[config.mk]
export PLATFORM = sky130hd
export DESIGN_NAME = decode_stage_pipe_flat
export DESIGN_NICKNAME = d
export VERILOG_FILES = /design/src/rtl/dec_pkg.sv /design/src/rtl/decode_stage_pipe_if.sv /design/src/rtl/dec_ctrl.sv /design/src/rtl/decode_stage_pipe.sv /design/src/flat_wrapper.sv
export SDC_FILE = /design/constraint.sdc
export NUM_CORES = 2
export LEC_CHECK = 0
export CORE_MARGIN = 2
export CORE_UTILIZATION = 63
export DETAILED_ROUTE_END_ITERATION = 8
export PLACE_DENSITY = 0.83
export SYNTH_ARGS = -nofsm -noshare
export SYNTH_HDL_FRONTEND = slang
export SYNTH_HIERARCHICAL = 1
export SYNTH_SLANG_ARGS = --single-unit
[constraint.sdc]
create_clock -name clk -period 5 [get_ports clk]
set_input_delay 1 -clock clk [delete_from_list [all_inputs] [get_ports clk]]
set_output_delay 1 -clock clk [all_outputs]
set_load 0.03 [all_outputs]
[src/rtl/dec_pkg.sv]
// Shared decode definitions for decode_stage_pipe: opcodes, ALU and immediate
// selector encodings, and the bit layout of the out_ctrl bundle.
package dec_pkg;

  localparam logic [6:0] OP_LUI    = 7'b0110111;
  localparam logic [6:0] OP_AUIPC  = 7'b0010111;
  localparam logic [6:0] OP_JAL    = 7'b1101111;
  localparam logic [6:0] OP_JALR   = 7'b1100111;
  localparam logic [6:0] OP_BRANCH = 7'b1100011;
  localparam logic [6:0] OP_LOAD   = 7'b0000011;
  localparam logic [6:0] OP_STORE  = 7'b0100011;
  localparam logic [6:0] OP_IMM    = 7'b0010011;
  localparam logic [6:0] OP_REG    = 7'b0110011;
  localparam logic [6:0] OP_FENCE  = 7'b0001111;

  typedef enum logic [3:0] {
    ALU_ADD  = 4'd0,
    ALU_SUB  = 4'd1,
    ALU_SLL  = 4'd2,
    ALU_SLT  = 4'd3,
    ALU_SLTU = 4'd4,
    ALU_XOR  = 4'd5,
    ALU_SRL  = 4'd6,
    ALU_SRA  = 4'd7,
    ALU_OR   = 4'd8,
    ALU_AND  = 4'd9
  } alu_op_e;

  typedef enum logic [2:0] {
    IMM_I = 3'd0,
    IMM_S = 3'd1,
    IMM_B = 3'd2,
    IMM_J = 3'd3,
    IMM_U = 3'd4
  } imm_sel_e;

  typedef enum logic [1:0] {
    RD_ALU = 2'd0,
    RD_MEM = 2'd1,
    RD_PC4 = 2'd2
  } rd_sel_e;

  // out_ctrl bit positions, LSB first
  localparam int CTRL_W       = 11;
  localparam int CB_REG_WRITE = 0;
  localparam int CB_RD_SEL    = 1;
  localparam int CB_LOAD      = 3;
  localparam int CB_STORE     = 4;
  localparam int CB_BRANCH    = 5;
  localparam int CB_JAL       = 6;
  localparam int CB_JALR      = 7;
  localparam int CB_LUI       = 8;
  localparam int CB_AUIPC     = 9;
  localparam int CB_ILLEGAL   = 10;

  function automatic logic [31:0] imm_gen(input logic [31:0] instr, input imm_sel_e sel);
    logic [31:0] imm;
    case (sel)
      IMM_S:   imm = {{20{instr[31]}}, instr[31:25], instr[11:7]};
      IMM_B:   imm = {{19{instr[31]}}, instr[31], instr[7], instr[30:25], instr[11:8], 1'b0};
      IMM_J:   imm = {{11{instr[31]}}, instr[31], instr[19:12], instr[20], instr[30:21], 1'b0};
      IMM_U:   imm = {instr[31:12], 12'h000};
      default: imm = {{20{instr[31]}}, instr[31:20]};
    endcase
    return imm;
  endfunction

endpackage

[src/rtl/decode_stage_pipe_if.sv]
// Fetch-side, writeback and ID/EX bundle of decode_stage_pipe.
// master = surrounding pipeline, slave = the decode stage.
interface decode_stage_pipe_if #(
  parameter int XLEN  = 32,
  parameter int NREGS = 32
);
  localparam int RW = $clog2(NREGS);

  logic                        in_valid;
  logic                        in_ready;
  logic [31:0]                 in_instr;
  logic [XLEN-1:0]             in_pc;

  logic                        wb_en;
  logic [RW-1:0]               wb_rd;
  logic [XLEN-1:0]             wb_data;

  logic                        flush;

  logic                        out_valid;
  logic                        out_ready;
  logic [XLEN-1:0]             out_pc;
  logic [XLEN-1:0]             out_op_a;
  logic [XLEN-1:0]             out_op_b;
  logic [XLEN-1:0]             out_rs2_data;
  logic [XLEN-1:0]             out_imm;
  logic [RW-1:0]               out_rd;
  logic [2:0]                  out_fun3;
  logic [3:0]                  out_alu_ctrl;
  logic [dec_pkg::CTRL_W-1:0]  out_ctrl;

  modport master (
    output in_valid, in_instr, in_pc, wb_en, wb_rd, wb_data, flush, out_ready,
    input  in_ready, out_valid, out_pc, out_op_a, out_op_b, out_rs2_data,
           out_imm, out_rd, out_fun3, out_alu_ctrl, out_ctrl
  );

  modport slave (
    input  in_valid, in_instr, in_pc, wb_en, wb_rd, wb_data, flush, out_ready,
    output in_ready, out_valid, out_pc, out_op_a, out_op_b, out_rs2_data,
           out_imm, out_rd, out_fun3, out_alu_ctrl, out_ctrl
  );

endinterface

[src/rtl/dec_ctrl.sv]
// Combinational RV32I decode of opcode/funct3/funct7[5] into the control
// bundle, ALU operation, immediate selector, operand selects and rs-used flags.
module dec_ctrl
  import dec_pkg::*;
(
  input  logic [6:0]        opcode,
  input  logic [2:0]        funct3,
  input  logic              funct7_5,
  output logic [CTRL_W-1:0] ctrl,
  output alu_op_e           alu_ctrl,
  output imm_sel_e          imm_sel,
  output logic              rs1_used,
  output logic              rs2_used,
  output logic              op_a_pc,
  output logic              op_a_zero,
  output logic              op_b_imm
);

  // funct7[5] selects SUB only for register ops; it is an immediate bit for addi
  function automatic alu_op_e arith_op(input logic [2:0] f3, input logic alt, input logic is_reg);
    alu_op_e op;
    case (f3)
      3'b000:  op = (is_reg && alt) ? ALU_SUB : ALU_ADD;
      3'b001:  op = ALU_SLL;
      3'b010:  op = ALU_SLT;
      3'b011:  op = ALU_SLTU;
      3'b100:  op = ALU_XOR;
      3'b101:  op = alt ? ALU_SRA : ALU_SRL;
      3'b110:  op = ALU_OR;
      default: op = ALU_AND;
    endcase
    return op;
  endfunction

  always_comb begin
    ctrl      = '0;
    alu_ctrl  = ALU_ADD;
    imm_sel   = IMM_I;
    rs1_used  = 1'b0;
    rs2_used  = 1'b0;
    op_a_pc   = 1'b0;
    op_a_zero = 1'b0;
    op_b_imm  = 1'b1;
    case (opcode)
      OP_LUI: begin
        ctrl[CB_REG_WRITE] = 1'b1;
        ctrl[CB_LUI]       = 1'b1;
        imm_sel            = IMM_U;
        op_a_zero          = 1'b1;
      end
      OP_AUIPC: begin
        ctrl[CB_REG_WRITE] = 1'b1;
        ctrl[CB_AUIPC]     = 1'b1;
        imm_sel            = IMM_U;
        op_a_pc            = 1'b1;
      end
      OP_JAL: begin
        ctrl[CB_REG_WRITE]    = 1'b1;
        ctrl[CB_RD_SEL +: 2]  = RD_PC4;
        ctrl[CB_JAL]          = 1'b1;
        imm_sel               = IMM_J;
        op_a_pc               = 1'b1;
      end
      OP_JALR: begin
        ctrl[CB_REG_WRITE]    = 1'b1;
        ctrl[CB_RD_SEL +: 2]  = RD_PC4;
        ctrl[CB_JALR]         = 1'b1;
        rs1_used              = 1'b1;
      end
      OP_BRANCH: begin
        ctrl[CB_BRANCH] = 1'b1;
        imm_sel         = IMM_B;
        rs1_used        = 1'b1;
        rs2_used        = 1'b1;
        op_b_imm        = 1'b0;
        alu_ctrl        = ALU_SUB;
      end
      OP_LOAD: begin
        ctrl[CB_REG_WRITE]    = 1'b1;
        ctrl[CB_RD_SEL +: 2]  = RD_MEM;
        ctrl[CB_LOAD]         = 1'b1;
        rs1_used              = 1'b1;
      end
      OP_STORE: begin
        ctrl[CB_STORE] = 1'b1;
        imm_sel        = IMM_S;
        rs1_used       = 1'b1;
        rs2_used       = 1'b1;
      end
      OP_IMM: begin
        ctrl[CB_REG_WRITE] = 1'b1;
        rs1_used           = 1'b1;
        alu_ctrl           = arith_op(funct3, funct7_5, 1'b0);
      end
      OP_REG: begin
        ctrl[CB_REG_WRITE] = 1'b1;
        rs1_used           = 1'b1;
        rs2_used           = 1'b1;
        op_b_imm           = 1'b0;
        alu_ctrl           = arith_op(funct3, funct7_5, 1'b1);
      end
      OP_FENCE: begin
        // single-issue in-order core: fence decodes as a no-op
      end
      default: begin
        ctrl[CB_ILLEGAL] = 1'b1;
      end
    endcase
  end

endmodule

[src/rtl/decode_stage_pipe.sv]
// Registered RV32I decode stage: register file, RAW/WAW scoreboard, ID/EX register.
// Optional `DECODE_WB_BYPASS_EN forwards same-cycle writeback into operand reads.
module decode_stage_pipe
  import dec_pkg::*;
#(
  parameter int XLEN  = 32,
  parameter int NREGS = 32
) (
  input logic                 clk,
  input logic                 rst,
  decode_stage_pipe_if.slave  io
);
  localparam int RW = $clog2(NREGS);

  logic [XLEN-1:0]   rf [NREGS];
  logic [NREGS-1:0]  busy;

  logic [6:0]        opcode;
  logic [RW-1:0]     rs1;
  logic [RW-1:0]     rs2;
  logic [RW-1:0]     rd;
  logic [CTRL_W-1:0] ctrl;
  alu_op_e           alu_ctrl;
  imm_sel_e          imm_sel;
  logic              rs1_used;
  logic              rs2_used;
  logic              op_a_pc;
  logic              op_a_zero;
  logic              op_b_imm;

  logic [31:0]       imm32;
  logic [XLEN-1:0]   imm;
  logic [XLEN-1:0]   rs1_data;
  logic [XLEN-1:0]   rs2_data;
  logic [XLEN-1:0]   op_a;
  logic [XLEN-1:0]   op_b;
  logic              wb_hit_rs1;
  logic              wb_hit_rs2;
  logic              ex_writes;
  logic              rs1_haz;
  logic              rs2_haz;
  logic              waw_haz;
  logic              stall;
  logic              accept;
  logic              handoff;

  assign opcode = io.in_instr[6:0];
  assign rd     = io.in_instr[7 +: RW];
  assign rs1    = io.in_instr[15 +: RW];
  assign rs2    = io.in_instr[20 +: RW];

  dec_ctrl u_dec_ctrl (
    .opcode    (opcode),
    .funct3    (io.in_instr[14:12]),
    .funct7_5  (io.in_instr[30]),
    .ctrl      (ctrl),
    .alu_ctrl  (alu_ctrl),
    .imm_sel   (imm_sel),
    .rs1_used  (rs1_used),
    .rs2_used  (rs2_used),
    .op_a_pc   (op_a_pc),
    .op_a_zero (op_a_zero),
    .op_b_imm  (op_b_imm)
  );

  assign imm32 = imm_gen(io.in_instr, imm_sel);
  assign imm   = XLEN'($signed(imm32));

  always_comb begin
    rs1_data = (rs1 == '0) ? '0 : rf[rs1];
    rs2_data = (rs2 == '0) ? '0 : rf[rs2];
`ifdef DECODE_WB_BYPASS_EN
    wb_hit_rs1 = io.wb_en && (io.wb_rd == rs1) && (rs1 != '0);
    wb_hit_rs2 = io.wb_en && (io.wb_rd == rs2) && (rs2 != '0);
    if (wb_hit_rs1) rs1_data = io.wb_data;
    if (wb_hit_rs2) rs2_data = io.wb_data;
`else
    wb_hit_rs1 = 1'b0;
    wb_hit_rs2 = 1'b0;
`endif
  end

  always_comb begin
    op_a = rs1_data;
    if (op_a_zero)    op_a = '0;
    else if (op_a_pc) op_a = io.in_pc;
    op_b = op_b_imm ? imm : rs2_data;
  end

  // The ID/EX entry is a writer not yet in the scoreboard; it counts as
  // pending for both RAW and WAW so one register never has two writers in flight.
  assign ex_writes = io.out_valid && io.out_ctrl[CB_REG_WRITE];

  assign rs1_haz = rs1_used && (rs1 != '0) &&
                   ((busy[rs1] && !wb_hit_rs1) || (ex_writes && (io.out_rd == rs1)));
  assign rs2_haz = rs2_used && (rs2 != '0) &&
                   ((busy[rs2] && !wb_hit_rs2) || (ex_writes && (io.out_rd == rs2)));
  assign waw_haz = ctrl[CB_REG_WRITE] && (rd != '0) &&
                   (busy[rd] || (ex_writes && (io.out_rd == rd)));

  assign stall       = rs1_haz || rs2_haz || waw_haz;
  assign io.in_ready = !stall && (!io.out_valid || io.out_ready);
  assign accept      = io.in_valid && io.in_ready;
  assign handoff     = io.out_valid && io.out_ready && !io.flush &&
                       io.out_ctrl[CB_REG_WRITE] && (io.out_rd != '0);

  always_ff @(posedge clk or negedge rst) begin
    if (!rst) begin
      for (int unsigned i = 0; i < NREGS; i++) rf[i] <= '0;
    end else if (io.wb_en && (io.wb_rd != '0)) begin
      rf[io.wb_rd] <= io.wb_data;
    end
  end

  // Set is applied after clear so a same-edge set/clear on one register leaves it busy
  always_ff @(posedge clk or negedge rst) begin
    if (!rst) begin
      busy <= '0;
    end else begin
      if (io.wb_en) busy[io.wb_rd] <= 1'b0;
      if (handoff)  busy[io.out_rd] <= 1'b1;
    end
  end

  always_ff @(posedge clk or negedge rst) begin
    if (!rst) begin
      io.out_valid    <= 1'b0;
      io.out_pc       <= '0;
      io.out_op_a     <= '0;
      io.out_op_b     <= '0;
      io.out_rs2_data <= '0;
      io.out_imm      <= '0;
      io.out_rd       <= '0;
      io.out_fun3     <= '0;
      io.out_alu_ctrl <= '0;
      io.out_ctrl     <= '0;
    end else if (io.flush) begin
      io.out_valid <= 1'b0;
    end else if (accept) begin
      io.out_valid    <= 1'b1;
      io.out_pc       <= io.in_pc;
      io.out_op_a     <= op_a;
      io.out_op_b     <= op_b;
      io.out_rs2_data <= rs2_data;
      io.out_imm      <= imm;
      io.out_rd       <= rd;
      io.out_fun3     <= io.in_instr[14:12];
      io.out_alu_ctrl <= alu_ctrl;
      io.out_ctrl     <= ctrl;
    end else if (io.out_ready) begin
      io.out_valid <= 1'b0;
    end
  end

endmodule

[src/flat_wrapper.sv]
// flat-port wrapper written by rule: the top's interface ports become plain ports
module decode_stage_pipe_flat import dec_pkg::*;
#(
  parameter int XLEN  = 32,
  parameter int NREGS = 32
)
  (clk, rst, io_in_valid, io_in_instr, io_in_pc, io_wb_en, io_wb_rd, io_wb_data, io_flush, io_out_ready, io_in_ready, io_out_valid, io_out_pc, io_out_op_a, io_out_op_b, io_out_rs2_data, io_out_imm, io_out_rd, io_out_fun3, io_out_alu_ctrl, io_out_ctrl);
  decode_stage_pipe_if #(.XLEN(XLEN), .NREGS(NREGS)) io_i ();
  input logic clk;
  input logic rst;
  input wire logic [$bits(io_i.in_valid)-1:0] io_in_valid;
  input wire logic [$bits(io_i.in_instr)-1:0] io_in_instr;
  input wire logic [$bits(io_i.in_pc)-1:0] io_in_pc;
  input wire logic [$bits(io_i.wb_en)-1:0] io_wb_en;
  input wire logic [$bits(io_i.wb_rd)-1:0] io_wb_rd;
  input wire logic [$bits(io_i.wb_data)-1:0] io_wb_data;
  input wire logic [$bits(io_i.flush)-1:0] io_flush;
  input wire logic [$bits(io_i.out_ready)-1:0] io_out_ready;
  output wire logic [$bits(io_i.in_ready)-1:0] io_in_ready;
  output wire logic [$bits(io_i.out_valid)-1:0] io_out_valid;
  output wire logic [$bits(io_i.out_pc)-1:0] io_out_pc;
  output wire logic [$bits(io_i.out_op_a)-1:0] io_out_op_a;
  output wire logic [$bits(io_i.out_op_b)-1:0] io_out_op_b;
  output wire logic [$bits(io_i.out_rs2_data)-1:0] io_out_rs2_data;
  output wire logic [$bits(io_i.out_imm)-1:0] io_out_imm;
  output wire logic [$bits(io_i.out_rd)-1:0] io_out_rd;
  output wire logic [$bits(io_i.out_fun3)-1:0] io_out_fun3;
  output wire logic [$bits(io_i.out_alu_ctrl)-1:0] io_out_alu_ctrl;
  output wire logic [$bits(io_i.out_ctrl)-1:0] io_out_ctrl;
  assign io_i.in_valid = io_in_valid;
  assign io_i.in_instr = io_in_instr;
  assign io_i.in_pc = io_in_pc;
  assign io_i.wb_en = io_wb_en;
  assign io_i.wb_rd = io_wb_rd;
  assign io_i.wb_data = io_wb_data;
  assign io_i.flush = io_flush;
  assign io_i.out_ready = io_out_ready;
  assign io_in_ready = io_i.in_ready;
  assign io_out_valid = io_i.out_valid;
  assign io_out_pc = io_i.out_pc;
  assign io_out_op_a = io_i.out_op_a;
  assign io_out_op_b = io_i.out_op_b;
  assign io_out_rs2_data = io_i.out_rs2_data;
  assign io_out_imm = io_i.out_imm;
  assign io_out_rd = io_i.out_rd;
  assign io_out_fun3 = io_i.out_fun3;
  assign io_out_alu_ctrl = io_i.out_alu_ctrl;
  assign io_out_ctrl = io_i.out_ctrl;
  decode_stage_pipe #(.XLEN(XLEN), .NREGS(NREGS)) u_core (.clk(clk), .rst(rst), .io(io_i));
endmodule
==> summary.txt <==
result of the run: complete, no violations
Worst Hold Class: primary input to asynchronous set/reset pin
total CTS buffers: 131
count of clock tree sinks: 1240
share of final-layout standard cells stronger than drive strength 1: 48.7%
Reg clk slew, reported paths: 0.05 ns
num rows: 117
synthesis warning total: 6
insertion delay to the later sink of the worst-skew pair: 0.75 ns
number of cells produced by synthesis: 4183
share of Yosys cell area claimed by the top area cell type: 48.0%
worst-case headroom to the max-slew limit: 18.6%
kind of critical path: primary input to output pin
Final Wtd Congestion: 0.952
Max Slew Vio Count: 0
layer with the highest usage: met2
core outline area: 102000 µm²
post-detailed-route count of antenna-violating nets: 0
most used flip-flop cell after synthesis: sky130_fd_sc_hd__dfrtp_1
global routing met2 resource utilization: 56.4%
series of cell instances along the critical path: clkdlybuf4s50_1 > buf_4 > mux2_1 > o311ai_0 > o32ai_1 > o22ai_1 > nand2_1 > a211oi_1 > buf_4 > buf_12
top cells by area, synth: sky130_fd_sc_hd__dfrtp_1 48%, sky130_fd_sc_hd__mux4_2 22%, sky130_fd_sc_hd__mux2_2 17%
RSZ-0062 raised after global routing: no
post-route insts no fill: 5786
Period minus WS final: 4.94 ns
data required time of the worst path: 4.00 ns
post-detail-place hpwl: 116000 µm
FILL cells: 6112
highest attainable clock frequency: 0.202 GHz
number of global-route vias before repair: 43137
detailed-route wire length per cell: 33.4 µm
total routed wirelength: 193000 µm
number of synthesized flops with an enable pin: 0
Die H: 324 µm
worst IR drop on VDD: 414 µV
DRC viols: 0
cell chosen for the clock root: sky130_fd_sc_hd__clkbuf_16
first-pass GRT wire length: 287000 µm
vias per cell: 7.25
clock tree from TritonCTS: yes
met3 track utilization from global routing: 10.7%
overall global routing resource usage: 37.6%
pwr/cell area: 422 nW/µm²
met1 Track Usage GR: 50.6%
pin count of the biggest net entering global routing: 169
Post-synth ARST share: 100%
Syn Std Cell Area: 64600 µm²
cell type with the largest total area after synthesis: sky130_fd_sc_hd__dfrtp_1
final setup violation count: 0
endpoint type of the worst setup path: output pin
Commonest cells post-synth: 1240 x sky130_fd_sc_hd__dfrtp_1, 993 x sky130_fd_sc_hd__mux2_2, 628 x sky130_fd_sc_hd__mux4_2, 307 x sky130_fd_sc_hd__clkbuf_1, 184 x sky130_fd_sc_hd__nand2_1
routed vias: 41970
Most common cell on crit path: sky130_fd_sc_hd__buf_4
CP arrival: 3.94 ns
CTS-repair resized insts: 0
cts-stage hold buffer count: 0
Static Leak: 0.0320 µW
PortBufs: 291
slowest cell on the critical path: sky130_fd_sc_hd__clkdlybuf4s50_1
most instantiated library cell after synthesis: sky130_fd_sc_hd__dfrtp_1
Total Die Area: 105000 µm²
synthesized flop and latch total: 1240
effective utilization at floorplan: 63.5%
Max Buffers Root-to-Sink: 3
Final period util: 98.8%
width of the die: 324 µm
share of the yosys chip area belonging to registers: 48.0%
# Post-CTS Setup Buffers: 0
hold violation total from the final report: 0
count of distinct cell types in the synthesized netlist: 66
Pre-Repair DR Iteration Count: 6
Top Ports: 292
kind of launch point of the worst setup path: primary input
final worst clock skew: 0.0219 ns
depth of the CTS H-tree: 4
Cells after DPL: 5546
synthesized area per cell: 15.4 µm²
post-synthesis to final-layout area growth: 14.3%
number of antenna violations at the first check in global routing: 17
count of nets after finishing: 4418
summed negative setup slack over all endpoints: 0 ns
post-synthesis net count: 4290
highest fanout seen on the critical path: 13
sum of overflow across all layers after global routing: 0
MaxCap Viol Count: 0
measured slew at the worst slew-check pin: 1.22 ns
delay of the slowest cell on the worst path: 0.48 ns
DRT iter0 DRCs: 5066
==> report_power, final <==
group,total [µW],switching (µW),internal [µW]
combinational,7370,3220,4150
sequential,13400,1480,12000
clock,10300,4170,6170
total,31100,8870,22300
==> per-layer routing <==
layer | vias up | wire length [µm]
met4 | 12 | 11400
met5 | - | 77
met1 | 22302 | 70900
met2 | 2648 | 88300
li1 | 16344 | -
met3 | 664 | 22300
==> critical path: cells and delay by family <==
family | cells | cell delay, ns
AO/OA/AOI/OAI | 4 | 1.36
multiplexers | 1 | 0.36
buffers and inverters | 4 | 1.11
AND/OR/NAND/NOR | 1 | 0.09
==> final cells by class <==
type                            instances  area [µm²]  area share [%]
Clock buffer                          182        3770            5.11
Timing Repair Buffer                  447        4610            6.24
Antenna cell                            8        20.0          0.0271
Clock inverter                         50         779            1.06
Sequential cell                      1240       31000            42.0
Inverter                               24        95.1           0.129
Multi-Input combinational cell       2467       31800            43.1
Tap cell                             1368        1710            2.32
==> cell usage in the layout (no fill, tap or decap), drive strengths merged, types with 14 or more instances in the layout <==
cell type	instances
dfrtp	1240
o22ai	14
nor2	76
mux2i	58
buf	165
inv	30
nand3	15
a22oi	32
nand2	185
mux2	1167
clkbuf	182
clkdlybuf4s50	282
nor2b	14
o21ai	92
mux4	628
clkinv	23
bufinv	17
a32oi	32
a21oi	18
==> state kept, by name, summed over array words and instances (netlist names) <==
name and flops:
u_core/busy 32, u_core/io.out_alu_ctrl 4, u_core/io.out_ctrl 11, u_core/io.out_fun3 3, u_core/io.out_imm 32, u_core/io.out_op_a 32, u_core/io.out_op_b 32, u_core/io.out_pc 32
u_core/io.out_rd 5, u_core/io.out_rs2_data 32, u_core/io.out_valid 1, u_core/rf 1024
==> cells by family (layout without fill, tap and decap cells) <==
| logic type | Yosys count | in the layout | synth area share (%) |
|---|---|---|---|
| buf+inv | 476 | 703 | 3.06 |
| other cells | 0 | 8 | 0 |
| xor+xnor | 14 | 14 | 0.190 |
| simple gates | 360 | 360 | 2.55 |
| compound gates | 240 | 240 | 2.50 |
| mux | 1853 | 1853 | 43.7 |
| flops | 1240 | 1240 | 48.0 |
==> metrics by stage <==
step                instance area [µm²]  total power (µW)  util (%)  hold slack [ns]  setup slack [ns]
CTS                               73800             31100      72.6            0.194             0.143
finish                            73800             31100      72.6            0.124            0.0576
floorplan                         64600             18100         -            0.441             0.819
global route                      73800             32200      72.6            0.178            0.0601
global placement                  69300             20400      68.1            0.376             0.226
detailed placement                69300             20800      68.1            0.383             0.178
==> final timing paths <==
path | from | to | slack (ns) | cells after the start
max reg2reg | u_core/io.out_rd[0] | u_core/io.out_op_a[23] | 1.74 | 8
max in group asynchronous | rst | u_core/rf[786] | 3.36 | 2
max | io_in_instr[8] | io_in_ready | 0.06 | 10
min | rst | u_core/io.out_imm[31] | 0.12 | 1
min reg2reg | u_core/rf[1022] | u_core/rf[1022] | 0.39 | 0
min in group clk | u_core/rf[1022] | u_core/rf[1022] | 0.39 | 0
Power figures use the tool's default switching activity.
